[src/rtl/conv_pkg.sv]
// Shared types and default geometry for the convolution BRAM write-back path.
package conv_pkg;

  localparam int DATA_WIDTH_D      = 16;
  localparam int OUTPUT_CHANNELS_D = 4;
  localparam int OUTPUT_COL_SIZE_D = 24;
  localparam int NUM_COLS_D        = 24;
  localparam int BRAM_WIDTH_D      = 256;
  localparam int ADDR_WIDTH_D      = 12;

  typedef logic [DATA_WIDTH_D-1:0] fp16_t;

  typedef enum logic [0:0] {
    ST_IDLE  = 1'b0,
    ST_WRITE = 1'b1
  } wr_state_t;

  function automatic int ceil_div(input int num, input int den);
    return (num + den - 1) / den;
  endfunction

endpackage

[src/rtl/col_word_packer.sv]
// Selects one channel of a buffered column and packs word k into a BRAM-wide
// vector, zero-filling lanes past the end of the channel column.
module col_word_packer
  import conv_pkg::*;
#(
  parameter int DATA_WIDTH      = DATA_WIDTH_D,
  parameter int OUTPUT_CHANNELS = OUTPUT_CHANNELS_D,
  parameter int OUTPUT_COL_SIZE = OUTPUT_COL_SIZE_D,
  parameter int BRAM_WIDTH      = BRAM_WIDTH_D,
  localparam int LANES = BRAM_WIDTH / DATA_WIDTH,
  localparam int WPC   = ceil_div(OUTPUT_COL_SIZE, LANES),
  localparam int WPCOL = OUTPUT_CHANNELS * WPC,
  localparam int K_W   = (WPCOL > 1) ? $clog2(WPCOL) : 1
) (
  input  logic [OUTPUT_CHANNELS-1:0][OUTPUT_COL_SIZE-1:0][DATA_WIDTH-1:0] col,
  input  logic [K_W-1:0]                                                 k,
  output logic [BRAM_WIDTH-1:0]                                          word
);

  localparam int CH_W = (OUTPUT_CHANNELS > 1) ? $clog2(OUTPUT_CHANNELS) : 1;
  localparam int W_W  = (WPC > 1) ? $clog2(WPC) : 1;

  logic [CH_W-1:0]                              ch_s;
  logic [W_W-1:0]                               w_s;
  logic [OUTPUT_COL_SIZE-1:0][DATA_WIDTH-1:0]   chan_s;
  logic [WPC-1:0][LANES-1:0][DATA_WIDTH-1:0]    padded_s;

  assign ch_s   = CH_W'(k / K_W'(WPC));
  assign w_s    = W_W'(k % K_W'(WPC));
  assign chan_s = col[ch_s];

  // Pad the channel column up to a whole number of BRAM words.
  for (genvar i = 0; i < WPC * LANES; i++) begin : g_pad
    if (i < OUTPUT_COL_SIZE) begin : g_data
      assign padded_s[i / LANES][i % LANES] = chan_s[i];
    end else begin : g_zero
      assign padded_s[i / LANES][i % LANES] = {DATA_WIDTH{1'b0}};
    end
  end

  assign word = padded_s[w_s];

endmodule

[src/rtl/conv_col_bram_writer.sv]
// Accepts one multi-channel output column per handshake and streams it into
// the result BRAM as packed words, tracking column position within a frame.
module conv_col_bram_writer
  import conv_pkg::*;
#(
  parameter int DATA_WIDTH      = DATA_WIDTH_D,
  parameter int OUTPUT_CHANNELS = OUTPUT_CHANNELS_D,
  parameter int OUTPUT_COL_SIZE = OUTPUT_COL_SIZE_D,
  parameter int NUM_COLS        = NUM_COLS_D,
  parameter int BRAM_WIDTH      = BRAM_WIDTH_D,
  parameter int ADDR_WIDTH      = ADDR_WIDTH_D
) (
  input  logic                                                           clk,
  input  logic                                                           rst,
  input  logic                                                           start,
  input  logic [ADDR_WIDTH-1:0]                                          base_addr,
  input  logic [OUTPUT_CHANNELS-1:0][OUTPUT_COL_SIZE-1:0][DATA_WIDTH-1:0] col_in,
  input  logic                                                           valid_in,
  output logic                                                           in_ready,
  output logic [ADDR_WIDTH-1:0]                                          bram_addr,
  output logic [BRAM_WIDTH-1:0]                                          bram_din,
  output logic                                                           bram_en,
  output logic                                                           bram_we,
  output logic                                                           busy,
  output logic                                                           frame_done,
  output logic                                                           overflow
);

  localparam int LANES = BRAM_WIDTH / DATA_WIDTH;
  localparam int WPC   = ceil_div(OUTPUT_COL_SIZE, LANES);
  localparam int WPCOL = OUTPUT_CHANNELS * WPC;
  localparam int K_W   = (WPCOL > 1) ? $clog2(WPCOL) : 1;
  localparam int CI_W  = (NUM_COLS > 1) ? $clog2(NUM_COLS) : 1;

  wr_state_t                                                    state_r, next_state_s;
  logic [K_W-1:0]                                               k_r, next_k_s;
  logic [CI_W-1:0]                                              col_idx_r, next_col_s;
  logic [ADDR_WIDTH-1:0]                                        base_r;
  logic [OUTPUT_CHANNELS-1:0][OUTPUT_COL_SIZE-1:0][DATA_WIDTH-1:0] buf_r;
  logic                                                         ovf_r;
  logic                                                         wr_r;
  logic [ADDR_WIDTH-1:0]                                        addr_r;
  logic [BRAM_WIDTH-1:0]                                        din_r;
  logic                                                         last_r;
  logic                                                         fd_r;

  logic                                                         in_ready_s;
  logic                                                         accept_s;
  logic                                                         drop_s;
  logic                                                         writing_s;
  logic                                                         frame_end_s;
  logic [ADDR_WIDTH-1:0]                                        addr_s;
  logic [BRAM_WIDTH-1:0]                                        word_s;

  col_word_packer #(
    .DATA_WIDTH      (DATA_WIDTH),
    .OUTPUT_CHANNELS (OUTPUT_CHANNELS),
    .OUTPUT_COL_SIZE (OUTPUT_COL_SIZE),
    .BRAM_WIDTH      (BRAM_WIDTH)
  ) u_packer (
    .col  (buf_r),
    .k    (k_r),
    .word (word_s)
  );

  assign writing_s   = (state_r == ST_WRITE);
  assign in_ready_s  = (state_r == ST_IDLE) && !start;
  assign accept_s    = valid_in && in_ready_s;
  assign drop_s      = valid_in && !in_ready_s && !start;
  assign frame_end_s = writing_s && (k_r == K_W'(WPCOL - 1)) &&
                       (col_idx_r == CI_W'(NUM_COLS - 1));
  // Address arithmetic is truncated to ADDR_WIDTH so a frame may wrap silently.
  assign addr_s = base_r + ADDR_WIDTH'(col_idx_r) * ADDR_WIDTH'(WPCOL) + ADDR_WIDTH'(k_r);

  // Next-state, word counter and column counter sequencing.
  always_comb begin
    next_state_s = state_r;
    next_k_s     = k_r;
    next_col_s   = col_idx_r;
    case (state_r)
      ST_IDLE: begin
        if (accept_s) begin
          next_state_s = ST_WRITE;
          next_k_s     = {K_W{1'b0}};
        end else begin
          next_state_s = ST_IDLE;
        end
      end
      ST_WRITE: begin
        if (k_r == K_W'(WPCOL - 1)) begin
          next_state_s = ST_IDLE;
          next_k_s     = {K_W{1'b0}};
          if (col_idx_r == CI_W'(NUM_COLS - 1)) begin
            next_col_s = {CI_W{1'b0}};
          end else begin
            next_col_s = col_idx_r + CI_W'(1);
          end
        end else begin
          next_k_s = k_r + K_W'(1);
        end
      end
      default: begin
        next_state_s = ST_IDLE;
        next_k_s     = {K_W{1'b0}};
      end
    endcase
  end

  // Control state, frame registers and the registered BRAM port.
  always_ff @(posedge clk or negedge rst) begin
    if (!rst) begin
      state_r   <= ST_IDLE;
      k_r       <= {K_W{1'b0}};
      col_idx_r <= {CI_W{1'b0}};
      base_r    <= {ADDR_WIDTH{1'b0}};
      ovf_r     <= 1'b0;
      wr_r      <= 1'b0;
      addr_r    <= {ADDR_WIDTH{1'b0}};
      din_r     <= {BRAM_WIDTH{1'b0}};
      last_r    <= 1'b0;
      fd_r      <= 1'b0;
    end else if (start) begin
      state_r   <= ST_IDLE;
      k_r       <= {K_W{1'b0}};
      col_idx_r <= {CI_W{1'b0}};
      base_r    <= base_addr;
      ovf_r     <= 1'b0;
      wr_r      <= 1'b0;
      addr_r    <= {ADDR_WIDTH{1'b0}};
      din_r     <= {BRAM_WIDTH{1'b0}};
      last_r    <= 1'b0;
      fd_r      <= 1'b0;
    end else begin
      state_r   <= next_state_s;
      k_r       <= next_k_s;
      col_idx_r <= next_col_s;
      if (drop_s) begin
        ovf_r <= 1'b1;
      end
      wr_r   <= writing_s;
      addr_r <= writing_s ? addr_s : {ADDR_WIDTH{1'b0}};
      din_r  <= writing_s ? word_s : {BRAM_WIDTH{1'b0}};
      last_r <= frame_end_s;
      fd_r   <= last_r;
    end
  end

  // Column buffer, loaded only when a column is accepted.
  always_ff @(posedge clk or negedge rst) begin
    if (!rst) begin
      buf_r <= '{default: {DATA_WIDTH{1'b0}}};
    end else if (accept_s) begin
      buf_r <= col_in;
    end
  end

  assign in_ready   = in_ready_s;
  assign bram_addr  = addr_r;
  assign bram_din   = din_r;
  assign bram_en    = wr_r;
  assign bram_we    = wr_r;
  assign busy       = wr_r;
  assign frame_done = fd_r;
  assign overflow   = ovf_r;

endmodule

[config.mk]
export PLATFORM = sky130hd
export DESIGN_NAME = conv_col_bram_writer
export DESIGN_NICKNAME = d
export VERILOG_FILES = /design/src/rtl/conv_pkg.sv /design/src/rtl/col_word_packer.sv /design/src/rtl/conv_col_bram_writer.sv
export SDC_FILE = /design/constraint.sdc
export NUM_CORES = 2
export LEC_CHECK = 0
export CAP_MARGIN = 20
export CELL_PAD_IN_SITES_DETAIL_PLACEMENT = 0
export CELL_PAD_IN_SITES_GLOBAL_PLACEMENT = 2
export CORE_AREA = 5 5 698 700
export DETAILED_ROUTE_END_ITERATION = 16
export DIE_AREA = 0 0 703 705
export GPL_TIMING_DRIVEN = 0
export MAX_ROUTING_LAYER = met4
export PLACE_DENSITY_LB_ADDON = 0.05
export REMOVE_ABC_BUFFERS = 1
export SKIP_CTS_REPAIR_TIMING = 1
export SYNTH_ARGS = -nofsm -noshare
export SYNTH_HDL_FRONTEND = slang
export SYNTH_SLANG_ARGS = --single-unit
[constraint.sdc]
create_clock -name clk -period 4.19 [get_ports clk]
set_input_delay 0.6285 -clock clk [delete_from_list [all_inputs] [get_ports clk]]
set_output_delay 0.6285 -clock clk [all_outputs]
set_load 0.02 [all_outputs]
-- Word-level counts from Yosys, hierarchy flattened
Index checks and enable logic that the tools add are counted.
- bits in registers: 1829
- latch bits: 0
- memory bits (writable): 0
- bits in read-only memories: 0
- input bits: 1552
- memories: 0
- add/subtract/negate cells: 4
- multipliers: 0
- div/mod/pow operators: 0
- $lt $le $gt $ge: 2
- eq/ne operators: 3
- shift operators: 0
- mux-type cells: 25
- bitwise logic cells: 1
- reduce and logical (&&, ||, !) cells: 12
- operators with widths (operator ; number):
    $mux 256 ; 4
    $bmux 384 s2 ; 1
    $mux 384 ; 1
    $mux 12 ; 2
    $mux 5 ; 4
    $add 12x3->12 ; 1
    $add 12x8->12 ; 1
    $mux 3 ; 3
    $mux 1 ; 8
    $logic_and 1x1->1 ; 6
    $pmux 3 s2 ; 1
    $reduce_bool 2->1 ; 3
    $add 5x1->5 const B ; 1
    $eq 5x5->1 const B ; 1
    $add 3x1->3 const B ; 1
    $eq 3x3->1 const B ; 1
    $lt 2x3->1 const B ; 1
    $ne 3x3->1 const B ; 1
    $logic_not 1->1 ; 2
    $lt 1x2->1 const B ; 1
    $pmux 1 s2 ; 1
    $reduce_and 2->1 ; 1
    $not 1->1 ; 1

-- Depth between registers and ports, before layout
- word-level depth: 7
- gate-level depth with buffers: 9
- depth with buffers taken out: 6

-- Hierarchy
A second synthesis with hierarchy kept.
- cell total of the unflattened synthesis: 7943
- area total of the unflattened synthesis: 79442.4 sq um
- modules (own cells, without submodules) (module ; times used ; cells an instance ; area an instance (sq um) ; seq. area each (sq um)):
    conv_col_bram_writer ; 1 ; 7189 ; 67693.7 ; 45768.9
    col_word_packer ; 1 ; 754 ; 11748.8 ; 0.0

-- Worst setup path before layout
OpenSTA, ideal clock, no wires.
- path kind: input port to flip-flop
- from: in start
- to: reg buf_r[1184] (netlist bit)
- arrival: 1.774 ns
- setup slack: 2.351 ns
- stages: 9
- buffers on the path: 5
- cell sequence: buf_4 nor2_4 and2_1 buf_2 buf_6 buf_6 buf_4 nand2_1 nand2_1
- cells in the longest elaborated chain, start to end: 3
- RTL lines (element ; line ; source):
    start, declared ; conv_col_bram_writer.sv:15 ; input logic start,
    $logic_not 1->1 ; conv_col_bram_writer.sv:67 ; assign in_ready_s = (state_r == ST_IDLE) && !start;
    $logic_and 1x1->1 ; conv_col_bram_writer.sv:67 ;
    net in_ready ; conv_col_bram_writer.sv:19 ; output logic in_ready,
    $logic_and 1x1->1 ; conv_col_bram_writer.sv:68 ; assign accept_s = valid_in && in_ready_s;
    end signal, assigned ; conv_col_bram_writer.sv:153 ; buf_r <= col_in;
    end, declared ; conv_col_bram_writer.sv:39 ; logic [OUTPUT_CHANNELS-1:0][OUTPUT_COL_SIZE-1:0][DATA_WIDTH-1:0] buf_r;
The timed path passes the listed nets, and every way through them passes these cells.
A chain may end at the register's enable or synchronous reset.

-- Worst setup path after layout
- from: reg state_r
- to: reg buf_r[352] (netlist bit)
- cells in the longest elaborated chain, start to end: 3
- RTL lines (element ; line ; source):
    start, declared ; conv_col_bram_writer.sv:35 ; wr_state_t state_r, next_state_s;
    start signal, assigned ; conv_col_bram_writer.sv:134 ; state_r <= next_state_s;
    $not 1->1 ; - ;
    $logic_and 1x1->1 ; conv_col_bram_writer.sv:67 ;
    $logic_and 1x1->1 ; conv_col_bram_writer.sv:68 ;
No other way between the ends.

==> flow_summary_export.csv <==
group,metric,value,unit
detailed_routing,drt_wl_total,421000,um
timing,max_freq,271,MHz
critical_path,critPathKind,"reg -> reg",
global_routing,antenna_found_initial,672,
synthesis,synthFlopType,"dfrtp_1",
clock_network,cts.path.max_buffers,4,
synthesis,syn_avg_cell_area,9.95,um^2
layout,drive_above_1_share,9.03,%
synthesis,synthArstFlopShare,100,%
synthesis,netlist_instances,7804,
synthesis,yosysTopAreaCellShare,58.9,%
flow_run,maxCapViolations,0,
layout,nets,11082,
clock_network,ctsRootBufferMaster,"clkbuf_16",
layout,synthToLayoutAreaGrowth,45.8,%
run_status,status,"finished clean",
timing,tightest_slew,1.06,ns
placement,gp_congestion,0.761,
timing,relSlewSlack,29.2,%
placement,numPortBuffers,1825,
synthesis,yosys_warnings,0,
global_routing,grt_pass1_wl,574000,um
layout,nFillCells,52175,
synthesis,synth_area_leader_cell,"dfrtp_1",
detailed_routing,drc,0,
timing,min_period,3.69,ns
detailed_routing,vias,62827,
detailed_routing,ant_nets,0,
timing,hold_viol_final,0,
pwr,vdd_drop_max,0.301,mV
floorplan,start_util,16.2,%
pwr,power_density,468,nW/um^2
synthesis,ys_ff_latch,1829,
global_routing,grt_max_degree,149,
worst_hold_path,hold_path_class,"in -> reg",
global_routing,grt_pass1_vias,67648,
pwr,p_leak,51.5,nW
clock_network,htreeDepth,5,
floorplan,ios,1826,
timing,finalSetupViolCount,0,
synthesis,synth_area,77700,um^2
detailed_routing,drt_iter0_markers,3334,
critical_path,required,5.05,ns
floorplan,die_x,703,um
synthesis,synth-edff-count,0,
critical_path,crit_path_start_kind,"flip-flop",
critical_path,worst_setup_path_end_kind,"flip-flop",
floorplan,fp.coreArea,480000,um^2
critical_path,crit_fanout,115,
layout,stdcell_area,113000,um^2
clock_network,numCtsBuffers,267,
placement,place_hpwl,315000,um
timing,rsz0062_at_grt,"false",
clock_network,clk_latency,0.93,ns
floorplan,dieArea,496000,um^2
detailed_routing,vias_per_cell,3.83,
clock_network,cts.reportedPaths.clkPinSlew,0.06,ns
timing,final.period_utilization,87.9,%
timing,setup_tns,0,ns
timing,drv_slew,0,
timing,clock_skew,0.0427,ns
global_routing,gr-usage-all-layers,17.1,%
global_routing,grt-ovfl-total,0,
placement,postPlaceCellArea,104000,um^2
synthesis,synth.area.top_cells,"dfrtp_1, nand2_1, mux4_2, mux2i_1, buf_2",
floorplan,rows,255,
floorplan,fp.dieH,705,um
synthesis,synth_cell_types,41,
synthesis,yosysSeqAreaShare,58.9,%
detailed_routing,wl_per_cell,25.7,um
detailed_routing,drt_pre_antenna_iters,5,
placement,place_inst,15673,
clock_network,clock-sinks,1829,
layout,instances_no_fill,16400,
critical_path,cp_data_arrival_time,4.54,ns
clock_network,cts_tree,"built",
## cells by family after synthesis
group,Yosys count,share of synthesized area (%)
AOI/OAI and AO/OA,33,0.251
xor gates and xnor gates,4,0.0451
adders and majority gates,12,0.203
buffers and inverters,478,3.25
DFF,1829,58.9
muxes,527,13.0
and+or+nand+nor,4921,24.3
## flip-flops by register name (all words and copies together), names as in the netlist
register    cells
buf_r        1536
bram_din      256
base_r         12
bram_addr      12
col_idx_r       5
k_r             3
bram_en         1
frame_done      1
last_r          1
overflow        1
state_r         1
## per-layer routing
| layer | up-vias | track usage (%) | part of all wire, % |
|---|---|---|---|
| li1 | 28611 | - | - |
| met1 | 30818 | 17.5 | 36 |
| met2 | 2298 | 29.7 | 50 |
| met3 | 1100 | 6.83 | 9.2 |
| met4 | 0 | 5.44 | 4.0 |
| met5 | - | - | 0 |
## placed cells by master (no fill, tap or decap), types with 2 or more instances in the layout
| master | synthesis | routed |
|---|---|---|
| buf_12 | 0 | 6 |
| dfrtp_4 | 0 | 3 |
| nand4_1 | 3 | 3 |
| clkinv_2 | 0 | 18 |
| mux4_2 | 384 | 384 |
| ha_1 | 11 | 11 |
| nor3_1 | 4 | 4 |
| o211ai_1 | 5 | 5 |
| and2_1 | 4 | 3 |
| and3_1 | 2 | 2 |
| dfrtp_1 | 1829 | 1826 |
| xnor2_1 | 2 | 2 |
| nand2b_4 | 0 | 2 |
| nor3b_1 | 3 | 3 |
| nor2_1 | 145 | 145 |
| nand3_1 | 3 | 3 |
| buf_16 | 0 | 91 |
| inv_6 | 0 | 5 |
| clkbuf_1 | 176 | 76 |
| nor2b_1 | 129 | 129 |
| mux2i_1 | 131 | 131 |
| clkinv_8 | 0 | 9 |
| clkbuf_8 | 0 | 61 |
| a21oi_1 | 13 | 13 |
| inv_16 | 0 | 2 |
| clkbuf_16 | 0 | 272 |
| clkdlybuf4s50_1 | 0 | 1823 |
| nand2b_1 | 5 | 3 |
| o21ai_0 | 7 | 7 |
| a211oi_1 | 3 | 3 |
| mux2_2 | 12 | 12 |
| xor2_1 | 2 | 2 |
| diode_2 | 0 | 278 |
| nand2_1 | 4616 | 4616 |
| bufinv_16 | 0 | 5 |
## area by class of cell
cell class	instances	area, um^2	share of cell area, %
Antenna cell	278	696	0.615
Multi-Input combinational cell	5497	29400	26.0
Tap cell	6425	8040	7.10
Inverter	1	3.75	0.00332
Sequential cell	1829	45800	40.4
Clock buffer	409	7930	7.01
Clock inverter	39	470	0.416
Timing Repair Buffer	1922	20900	18.5
## report_power, final
group          switching [mW]  total (mW)  internal [mW]
Combinational            3.94        8.17           4.23
Sequential               1.60        22.3           20.7
Clock                    9.19        22.5           13.3
## per-stage QoR
| stage | power [mW] | setup slack (ns) | hold WS, ns | util, % |
|---|---|---|---|---|
| final | 52.9 | 0.505 | 0.221 | 23.6 |
| after global routing | 56.1 | 0.0619 | 0.149 | 23.5 |
| after CTS | 54.4 | 0.322 | -0.443 | 23.4 |
| after detailed placement | 31.0 | -0.261 | 0.457 | 21.7 |
| after global placement | 33.5 | -97.97 | 0.453 | 21.1 |
| after floorplan | 28.9 | -22.13 | 0.333 | - |
## final timing paths
check                           cells past startpoint  slack, ns        start       endpoint
worst max-delay path                                9       0.50      state_r     buf_r[352]
worst min-delay path                                3       0.22  col_in[868]     buf_r[868]
worst max register to register                      9       0.50      state_r     buf_r[352]
worst min register to register                      2       0.47  buf_r[1066]    buf_r[1066]
max in group asynchronous                           6       0.58          rst    buf_r[1205]
min in group asynchronous                           2       0.27          rst  bram_din[131]
## synth_stat cells (all sizes together) (5+ instances only)
| master | instances |
|---|---|
| buf | 300 |
| nor2b | 129 |
| clkbuf | 177 |
| o211ai | 5 |
| ha | 11 |
| mux2i | 131 |
| mux2 | 12 |
| dfrtp | 1829 |
| nand2b | 5 |
| nor2 | 146 |
| o21ai | 7 |
| nand2 | 4617 |
| a21oi | 13 |
| mux4 | 384 |
## critical path, stage by stage (launching register included)
cell,delay (ns)
dfrtp_1,0.68
nor2_4,0.12
nand2_8,0.35
buf_16,0.40
buf_16,0.30
buf_16,0.40
buf_16,0.46
buf_16,0.36
nand2_1,0.12
nand2_1,0.08
(Power assumes the default switching activity.)
